===== src/rtl/board_view_pkg.sv =====
// Shared definitions for the board view renderer: FSM states, palette colours
// and the layout of a board RAM cell.
package board_view_pkg;

  typedef enum logic [2:0] {
    S_IDLE,
    S_REQ,
    S_ADDR,
    S_LATCH,
    S_DRAW,
    S_DONE
  } view_state_e;

  localparam logic [2:0] LIGHT    = 3'b110;
  localparam logic [2:0] DARK     = 3'b010;
  localparam logic [2:0] WHITE_PC = 3'b111;
  localparam logic [2:0] BLACK_PC = 3'b000;
  localparam logic [2:0] INVALID  = 3'b101;
  localparam logic [2:0] CURSOR   = 3'b100;

  localparam int SIDE_BIT = 3;
  localparam int TYPE_MSB = 2;
  localparam int TYPE_LSB = 0;

  localparam logic [3:0] EMPTY        = 4'b0000;
  localparam logic [3:0] BLACK_EMPTY  = 4'b1000;
  localparam logic [2:0] TYPE_INVALID = 3'd7;

  // Type 7 and a "black empty" cell are both corrupt board contents.
  function automatic logic piece_is_invalid(input logic [3:0] piece);
    return (piece[TYPE_MSB:TYPE_LSB] == TYPE_INVALID) || (piece == BLACK_EMPTY);
  endfunction

endpackage


===== src/rtl/board_piece_palette.sv =====
// Maps a board cell, square parity, ring flag and cursor hit to a pixel colour.
// Purely combinational so any tile renderer can share it.
module board_piece_palette
  import board_view_pkg::*;
(
  input  logic [3:0] piece_i,
  input  logic       odd_i,
  input  logic       ring_i,
  input  logic       cursor_hit_i,
  output logic [2:0] colour_o
);

  logic [2:0] square_colour;

  assign square_colour = odd_i ? DARK : LIGHT;

  // NOTE: every combinational output gets a default first so no path can infer a latch.
  always_comb begin
    colour_o = square_colour;
    if (ring_i && cursor_hit_i) begin
      colour_o = CURSOR;
    end else if (piece_is_invalid(piece_i)) begin
      colour_o = INVALID;
    end else if ((piece_i == EMPTY) || ring_i) begin
      colour_o = square_colour;
    end else begin
      colour_o = piece_i[SIDE_BIT] ? BLACK_PC : WHITE_PC;
    end
  end

endmodule


===== src/rtl/board_view_renderer.sv =====
// Reads all 64 board squares over the shared RAM view port and paints each as a
// TILE x TILE block on the pixel plot interface. Define VIEW_CURSOR_EN for a cursor ring.
module board_view_renderer
  import board_view_pkg::*;
#(
  parameter int TILE = 8,
  parameter int X0   = 16,
  parameter int Y0   = 0
) (
  input  logic       clk,
  input  logic       reset,
  input  logic       start,
  input  logic       mem_grant,
  input  logic [3:0] piece_read,
`ifdef VIEW_CURSOR_EN
  input  logic [5:0] cursor_addr,
`endif
  output logic [5:0] address_view,
  output logic       mem_req,
  output logic [7:0] x,
  output logic [6:0] y,
  output logic [2:0] colour,
  output logic       plot,
  output logic       busy,
  output logic       done
);

  localparam logic [7:0] TILE_M1     = 8'(TILE - 1);
  localparam logic [7:0] TILE_X      = 8'(TILE);
  localparam logic [6:0] TILE_Y      = 7'(TILE);
  localparam logic [7:0] X_BASE      = 8'(X0);
  localparam logic [6:0] Y_BASE      = 7'(Y0);
  localparam logic [5:0] LAST_SQUARE = 6'd63;

  view_state_e state_q, state_d;
  logic [5:0]  idx_q, idx_d;
  logic [3:0]  piece_q, piece_d;
  logic        hit_q, hit_d;
  logic [7:0]  px_q, px_d;
  logic [7:0]  py_q, py_d;
  logic [7:0]  x_q, x_d;
  logic [6:0]  y_q, y_d;
  logic [2:0]  colour_q, colour_d;
  logic        plot_q, plot_d;
  logic        busy_q, busy_d;
  logic        mem_req_q, mem_req_d;
  logic        done_q, done_d;

  logic [2:0]  row, col;
  logic        odd, ring, last_px, last_py, cursor_match;
  logic [7:0]  pix_x;
  logic [6:0]  pix_y;
  logic [2:0]  pix_colour;

  assign row     = idx_q[5:3];
  assign col     = idx_q[2:0];
  assign odd     = row[0] ^ col[0];
  assign last_px = (px_q == TILE_M1);
  assign last_py = (py_q == TILE_M1);
  assign ring    = (px_q == 8'd0) || last_px || (py_q == 8'd0) || last_py;
  assign pix_x   = X_BASE + TILE_X * 8'(col) + px_q;
  assign pix_y   = Y_BASE + TILE_Y * 7'(row) + py_q[6:0];

`ifdef VIEW_CURSOR_EN
  assign cursor_match = (cursor_addr == idx_q);
`else
  assign cursor_match = 1'b0;
`endif

  board_piece_palette u_palette (
    .piece_i      (piece_q),
    .odd_i        (odd),
    .ring_i       (ring),
    .cursor_hit_i (hit_q),
    .colour_o     (pix_colour)
  );

  always_comb begin
    state_d  = state_q;
    idx_d    = idx_q;
    piece_d  = piece_q;
    hit_d    = hit_q;
    px_d     = px_q;
    py_d     = py_q;
    x_d      = x_q;
    y_d      = y_q;
    colour_d = colour_q;
    plot_d   = 1'b0;

    case (state_q)
      S_IDLE: begin
        if (start) begin
          state_d = S_REQ;
          idx_d   = 6'd0;
        end
      end
      S_REQ: begin
        if (mem_grant) state_d = S_ADDR;
      end
      S_ADDR: begin
        state_d = mem_grant ? S_LATCH : S_REQ;
      end
      S_LATCH: begin
        // Read data is only trusted while the port is still ours; otherwise retry.
        if (!mem_grant) begin
          state_d = S_REQ;
        end else begin
          piece_d = piece_read;
          hit_d   = cursor_match;
          px_d    = 8'd0;
          py_d    = 8'd0;
          state_d = S_DRAW;
        end
      end
      S_DRAW: begin
        plot_d   = 1'b1;
        x_d      = pix_x;
        y_d      = pix_y;
        colour_d = pix_colour;
        if (!last_px) begin
          px_d = px_q + 8'd1;
        end else begin
          px_d = 8'd0;
          if (!last_py) begin
            py_d = py_q + 8'd1;
          end else if (idx_q == LAST_SQUARE) begin
            state_d = S_DONE;
          end else begin
            idx_d   = idx_q + 6'd1;
            state_d = mem_grant ? S_ADDR : S_REQ;
          end
        end
      end
      S_DONE:  state_d = S_IDLE;
      default: state_d = S_IDLE;
    endcase

    // Status outputs are registered from the next state so they line up with it.
    busy_d    = (state_d != S_IDLE) && (state_d != S_DONE);
    mem_req_d = busy_d;
    done_d    = (state_d == S_DONE);
  end

  // NOTE: synchronous reset, and non-blocking assignments for every sequential register.
  always_ff @(posedge clk) begin
    if (reset) begin
      state_q   <= S_IDLE;
      idx_q     <= '0;
      piece_q   <= '0;
      hit_q     <= 1'b0;
      px_q      <= '0;
      py_q      <= '0;
      x_q       <= '0;
      y_q       <= '0;
      colour_q  <= '0;
      plot_q    <= 1'b0;
      busy_q    <= 1'b0;
      mem_req_q <= 1'b0;
      done_q    <= 1'b0;
    end else begin
      state_q   <= state_d;
      idx_q     <= idx_d;
      piece_q   <= piece_d;
      hit_q     <= hit_d;
      px_q      <= px_d;
      py_q      <= py_d;
      x_q       <= x_d;
      y_q       <= y_d;
      colour_q  <= colour_d;
      plot_q    <= plot_d;
      busy_q    <= busy_d;
      mem_req_q <= mem_req_d;
      done_q    <= done_d;
    end
  end

  assign address_view = idx_q;
  assign mem_req      = mem_req_q;
  assign x            = x_q;
  assign y            = y_q;
  assign colour       = colour_q;
  assign plot         = plot_q;
  assign busy         = busy_q;
  assign done         = done_q;

endmodule

===== config.mk =====
export PLATFORM = sky130hd
export DESIGN_NAME = board_view_renderer
export DESIGN_NICKNAME = d
export VERILOG_FILES = /design/src/rtl/board_view_pkg.sv /design/src/rtl/board_piece_palette.sv /design/src/rtl/board_view_renderer.sv
export SDC_FILE = /design/constraint.sdc
export NUM_CORES = 1
export LEC_CHECK = 0
export BUFFER_PORTS_ARGS = -buffer_cell sky130_fd_sc_hd__buf_2
export CAP_MARGIN = 20
export CORE_ASPECT_RATIO = 1.2
export CORE_MARGIN = 2
export CORE_UTILIZATION = 52
export CTS_CLUSTER_DIAMETER = 120
export DETAILED_ROUTE_END_ITERATION = 7
export GPL_TIMING_DRIVEN = 0
export MAX_ROUTING_LAYER = met4
export PLACE_DENSITY = 0.73
export SYNTH_ARGS = -nofsm -noshare
export SYNTH_HDL_FRONTEND = slang
export SYNTH_SLANG_ARGS = --single-unit

===== constraint.sdc =====
create_clock -name clk -period 2.7 [get_ports clk]
set_input_delay 0.27 -clock clk [delete_from_list [all_inputs] [get_ports clk]]
set_output_delay 0.27 -clock clk [all_outputs]
set_load 0.005 [all_outputs]

==> impl_metrics.json, run 1 <==
{
  "numCtsBuffers": 5,
  "synthFlopType": "dfxtp_1",
  "path_clk_slew_ps": 100,
  "clockRootBuffer": "clkbuf_8",
  "cp_slowest_cell": "nor3b_2",
  "multi_input_area_um2": 1520,
  "die_y_um": 82.1,
  "grt_pass1_vias": 2246,
  "n_antenna_cell": 0,
  "setup_viol": 0,
  "worst_setup_path_start_kind": "flop",
  "grt_overflow": 0,
  "critPathArrivalTime_ps": 2650,
  "cts-resized-gates": 0,
  "slew_headroom": 0.557,
  "fin_crit_ps": 2410,
  "yosys.area_share.simple": 0.246,
  "synthTopCellsByArea": "dfxtp_1 38%, a21oi_1 6.6%, ha_1 6.6%",
  "peakVddDrop_mv": 0.384,
  "hp-class": "in2reg",
  "synth_compound_area_frac": 0.201,
  "num_rows": 28,
  "worstPathCellList": "clkbuf_1 -> nor3b_2 -> o31a_2 -> o21ai_1 -> or4b_1 -> a21oi_1",
  "crit_buf_inv": 1,
  "synth-seq-cells": 50,
  "cts_setup_buffers": 0,
  "core_um2": 4900,
  "worst_slew_pin_slew_ps": 662,
  "path_depth": 6,
  "drive_above_1_share": 0.186,
  "dp.final_hpwl_um": 4680,
  "synth_top_family_by_area": "simple AND/OR/NAND/NOR gates",
  "outcome": "completed",
  "grtUsageTotal": 0.235,
  "fin_tns_setup_ps": 0,
  "synth_edf_count": 0,
  "hold_viol": 0,
  "critPathCaptureType": "flop",
  "cts_tree": "done",
  "slew_violations": 0,
  "synth_xor_area_frac": 0.0298,
  "max_stage_delay_ps": 630,
  "cts_max_path_buffers": 2,
  "power_mw": 1.36,
  "viasPerCell": 5.77,
  "maxCapViolCount": 0,
  "synth_largest_area_cell": "dfxtp_1",
  "io_pins": 36,
  "register_area_um2": 1000,
  "die_area_um2": 5670,
  "port_buffers": 35,
  "synthToLayoutAreaGrowth_pct": 13.8,
  "grt_pass1_wl_um": 10500,
  "required_ps": 2940,
  "critical_path_class": "reg2reg",
  "syn_area_per_cell_um2": 8.34,
  "drc_errors": 0,
  "finalWorstSetupSlack_ps": 294,
  "synth_warnings": 0,
  "synth_mux_area_frac": 0.0151,
  "synthArstFlopShare": 0,
  "clock_latency_ps": 300,
  "hold_depth": 3,
  "nets": 383,
  "antenna_found_initial": 0,
  "grt_max_degree": 17,
  "avgRoutedWirePerCell_um": 14.9,
  "dp_worst_setup_slack_ps": 334,
  "drt_iter0_drc": 168,
  "rsz0062_at_grt": "false",
  "firstDrtPassIters": 4,
  "num_vias": 2425,
  "p_leak_nw": 1.23,
  "finalCritPeriodShare": 0.891,
  "synthAdderAreaFrac": 0.0814,
  "start_util": 0.539,
  "fmax_ghz": 0.416,
  "cts.htree.levels": 2,
  "die_w_um": 69.1,
  "syn_inst": 317,
  "ctsHoldBuffers": 0,
  "ant_nets": 0,
  "ys_types": 58,
  "wl_um": 6270,
  "final.fill_count": 460,
  "crit_family": "simple AND/OR/NAND/NOR gates",
  "gp_congestion": 0.838,
  "cts.sinks": 50,
  "path_max_fanout": 10,
  "synth.yosys.seq_area_share": 0.379,
  "yosys.area.top_type_share": 0.379,
  "power_density_nw_per_um2": 453,
  "netlist_area_um2": 2640,
  "finClkSkew_ps": 8.54,
  "synth_nets": 341,
  "worstRegToRegCells": 6
}
[cell usage in the layout (no fill, tap or decap), drive strengths merged, types with 2 or more instances in the layout]
cell / instances
nand4: 5
o21ba: 2
or4: 5
or3b: 2
or3: 5
a311o: 2
nor4: 4
nor3b: 3
clkinvlp: 2
and3: 6
o2111ai: 2
nand3: 3
o21ai: 13
a311oi: 2
nor2: 25
xnor2: 6
nand3b: 2
mux2i: 4
nor3: 4
fa: 2
dfxtp: 50
nand2b: 2
a21o: 3
clkbuf: 15
a31o: 3
o211ai: 4
inv: 16
a211oi: 3
a21oi: 35
or2: 5
ha: 14
o21a: 2
o31ai: 3
nor2b: 3
and2: 5
nand2: 42
xor2: 3
buf: 40
[logic make-up (layout without fill, tap and decap cells)]
| logic type | after synthesis | in the layout |
|---|---|---|
| compound gates | 82 | 82 |
| simple gates | 125 | 125 |
| buf+inv | 31 | 74 |
| xor+xnor | 9 | 9 |
| mux | 4 | 4 |
| flops | 50 | 50 |
| fa+ha+maj | 16 | 16 |
[cell type report]
class / count / share of cell area
Sequential cell: 50 / 0.333
Clock buffer: 5 / 0.0229
Clock inverter: 3 / 0.0150
Multi-Input combinational cell: 236 / 0.504
Tap cell: 60 / 0.0250
Inverter: 16 / 0.0200
Timing Repair Buffer: 35 / 0.0582
Buffer: 15 / 0.0225
[final timing paths]
kind / startpoint / to / slack, ps
max: state_q[0]$_SDFF_PP0_ / py_q[5]$_SDFFE_PP0P_ / 290
min reg2reg: x[7]$_SDFFE_PP0P_ / x[7]$_SDFFE_PP0P_ / 460
max reg2reg: state_q[0]$_SDFF_PP0_ / py_q[5]$_SDFFE_PP0P_ / 290
min: piece_read[3] / piece_q[3]$_SDFFE_PP0P_ / 180
[flip-flops by register name (all words and copies together) (netlist names)]
| name | cells |
|---|---|
| px_q | 8 |
| py_q | 8 |
| x | 8 |
| y | 7 |
| address_view | 6 |
| piece_q | 4 |
| colour | 3 |
| state_q | 3 |
| done | 1 |
| mem_req | 1 |
| plot | 1 |
[routing by layer]
layer  track usage  vias to the layer above  routed length (um)
met5             -                        -                   0
met4        0.0549                        0                  55
met3        0.0400                        4                 222
met2         0.421                       43                3150
met1         0.281                     1165                2840
li1              -                     1213                   -
[Yosys cell counts (2+ instances only)]
cell type and n:
dfxtp_1 50, nand2_1 42, a21oi_1 35, nor2_1 25, inv_1 16, ha_1 14, o21ai_0 12, clkbuf_1 10
xnor2_1 6, nand4_1 5, or2_2 5, or4_1 5, and2_1 4, and3_1 4, mux2i_1 4, nor3_1 4
nor4_1 4, o211ai_1 4, or3_1 4, a211oi_1 3, a31o_2 3, buf_1 3, nand3_1 3, nor2b_1 3
o31ai_1 3, xor2_1 3, a21o_1 2, a311o_1 2, a311oi_1 2, and3_2 2, fa_1 2, nand2b_1 2
nand3b_1 2, nor3b_1 2, o2111ai_1 2, o21a_1 2, or3b_2 2
[where the power goes]
group	leakage (nW)	internal [mW]	switching (mW)
logic	0.774	0.0321	0.0538
registers	0.403	0.743	0.00264
clock network	0.0504	0.276	0.255
total	1.23	1.05	0.311
[worst min-delay path, stage by stage]
cell and delay [ps]:
buf_2 70, a21oi_1 50, nor2_1 70
[metrics by stage]
step | hold WS (ps) | area, um^2 | std cells | util
CTS | 184 | 3010 | 420 | 0.613
global route | 215 | 3010 | 420 | 0.613
detailed placement | 446 | 2890 | 412 | 0.590
floorplan | 409 | 2640 | 317 | -
finish | 184 | 3010 | 420 | 0.613
global placement | 438 | 2890 | 412 | 0.590
Note: power is estimated with default switching activity, not from simulation.
==> run 2, diff against run 1 <==
--- a/config.mk
+++ b/config.mk
@@ -14,7 +14,7 @@
 export DETAILED_ROUTE_END_ITERATION = 7
 export GPL_TIMING_DRIVEN = 0
 export MAX_ROUTING_LAYER = met4
-export PLACE_DENSITY = 0.73
+export PLACE_DENSITY = 0.85
 export SYNTH_ARGS = -nofsm -noshare
 export SYNTH_HDL_FRONTEND = slang
 export SYNTH_SLANG_ARGS = --single-unit
==> run 2 against run 1 <==
  * Cell count did not move
  * Cell area rose by 0.96%
  * Die area did not move
  * Clock skew fell by 3.9 ps
  * First-iteration DRC count rose by 3.6%
  * Total power rose by 8.4%
  * Hold slack improved by 15 ps
  * Utilization rose by 0.59 points
  * Clock power rose by 21%
  * Critical path depth did not move
  * Critical path type unchanged
  * Largest power group unchanged
  * Highest routed layer unchanged
==> impl_metrics.json, run 2 (same netlist as run 1, synthesis figures left out) <==
{
  "n_antenna_cell": 0,
  "critical_path_class": "reg2reg",
  "final.fill_count": 432,
  "drive_above_1_share": 0.186,
  "clockRootBuffer": "clkbuf_8",
  "critPathArrivalTime_ps": 2660,
  "internal_power_mw": 1.17,
  "grtUsageMet1": 0.268,
  "pwr-share-seq": 0.505,
  "path_depth": 6,
  "grt_pass1_vias": 2288,
  "drt_iter0_drc": 174,
  "drc_errors": 0,
  "die_w_um": 69.1,
  "hold_depth": 3,
  "peakVddDrop_mv": 0.415,
  "required_ps": 2930,
  "core_um2": 4900,
  "antenna_found_initial": 0,
  "grt_overflow": 0,
  "start_util": 0.539,
  "design_area_um2": 3040,
  "clockPowerShare": 0.436,
  "ctsHoldBuffers": 0,
  "fmax_ghz": 0.411,
  "slew_headroom": 0.531,
  "hp-class": "in2reg",
  "worstRegToRegCells": 6,
  "layout_commonest_cell": "dfxtp_1",
  "ant_nets": 0,
  "multi_input_area_um2": 1520,
  "swShare": 0.208,
  "clock_latency_ps": 300,
  "firstDrtPassIters": 4,
  "use_met2": 0.421,
  "cts.sinks": 50,
  "register_area_um2": 1000,
  "hold_viol": 0,
  "gp_congestion": 0.893,
  "finalCritPeriodShare": 0.901,
  "num_vias": 2491,
  "synthToLayoutAreaGrowth_pct": 14.9,
  "grtUsageTotal": 0.239,
  "wl_um": 6500,
  "numCtsBuffers": 5,
  "max_stage_delay_ps": 650,
  "postPlaceCellArea_um2": 2890,
  "cts_tree": "done",
  "worstPathCellList": "clkbuf_1 -> nor3b_2 -> o31a_2 -> o21ai_1 -> or4b_1 -> a21oi_1",
  "final_cell_mix": "50 x dfxtp_1, 42 x nand2_1, 35 x a21oi_1, 35 x buf_2, 25 x nor2_1",
  "nets": 383,
  "dp.final_hpwl_um": 4730,
  "grt_pass1_wl_um": 10600,
  "p_leak_nw": 1.25,
  "cts_max_path_buffers": 2,
  "setup_viol": 0,
  "p_sw_mw": 0.307,
  "slew_violations": 0,
  "rsz0062_at_grt": "false",
  "cts.htree.levels": 2,
  "cts-resized-gates": 0,
  "fin_tns_setup_ps": 0,
  "power_density_nw_per_um2": 486,
  "cts_setup_buffers": 0,
  "die_area_um2": 5670,
  "gr-max-usage-layer": "met2",
  "combPwrFrac": 0.059,
  "worst_slew_pin_slew_ps": 700,
  "crit_family": "simple AND/OR/NAND/NOR gates",
  "avgRoutedWirePerCell_um": 15.5,
  "grt_max_degree": 16,
  "worst_setup_path_start_kind": "flop",
  "io_pins": 36,
  "finalWorstSetupSlack_ps": 269,
  "dp_worst_setup_slack_ps": 273,
  "port_buffers": 35,
  "use_met3": 0.0437,
  "path_max_fanout": 10,
  "fin_crit_ps": 2430,
  "path_clk_slew_ps": 90,
  "maxCapViolCount": 0,
  "finClkSkew_ps": 4.65,
  "num_rows": 28,
  "crit_buf_inv": 1,
  "outcome": "completed",
  "viasPerCell": 5.93,
  "cp_slowest_cell": "nor3b_2",
  "die_y_um": 82.1,
  "critPathCaptureType": "flop"
}
## run 2: cell type report
| cell class | instances | area share |
|---|---|---|
| flip-flops and latches | 50 | 0.330 |
| plain buffers | 15 | 0.0222 |
| multi-input cells | 236 | 0.499 |
| clock buffers | 6 | 0.0272 |
| clock inverters | 2 | 0.0198 |
| well taps | 60 | 0.0247 |
| inverters | 16 | 0.0198 |
| repair buffers | 35 | 0.0577 |
## run 2: worst register-to-register path, delay by kind of cell, from the launching register on
kind / cells / cell delay, ps
and+or+nand+nor: 2 / 1170
DFF: 1 / 300
AOI/OAI and AO/OA: 3 / 690
buffers and inverters: 1 / 200
## run 2: metal layers
| metal | vias to the layer above | part of all wire |
|---|---|---|
| met3 | 18 | 0.052 |
| met2 | 89 | 0.51 |
| met1 | 1171 | 0.41 |
| met4 | 0 | 0.026 |
| li1 | 1213 | - |
| met5 | - | 0 |
## run 2: worst paths after layout
kind                                       startpoint                       to  slack [ps]
worst max register to register  state_q[0]$_SDFF_PP0_     py_q[5]$_SDFFE_PP0P_         270
worst min-delay path                    piece_read[3]  piece_q[3]$_SDFFE_PP0P_         200
worst min register to register      x[7]$_SDFFE_PP0P_        x[7]$_SDFFE_PP0P_         460
worst max-delay path            state_q[0]$_SDFF_PP0_     py_q[5]$_SDFFE_PP0P_         270
## run 2: power by group through the flow
stage | Sequential (mW) | Combinational (mW) | Clock [mW]
after floorplan | 0.763 | 0.0567 | 0
after global placement | 0.763 | 0.0829 | 0
after detailed placement | 0.763 | 0.0853 | 0
after CTS | 0.746 | 0.0861 | 0.646
after global routing | 0.747 | 0.0959 | 0.679
final | 0.746 | 0.0869 | 0.644
## run 2: metrics by stage
| step | util | instances | power (mW) | hold WS [ps] |
|---|---|---|---|---|
| floorplan | - | 317 | 0.820 | 409 |
| global placement | 0.590 | 412 | 0.846 | 439 |
| detailed placement | 0.590 | 412 | 0.849 | 445 |
| CTS | 0.619 | 420 | 1.48 | 200 |
| global route | 0.619 | 420 | 1.52 | 216 |
| finish | 0.619 | 420 | 1.48 | 199 |
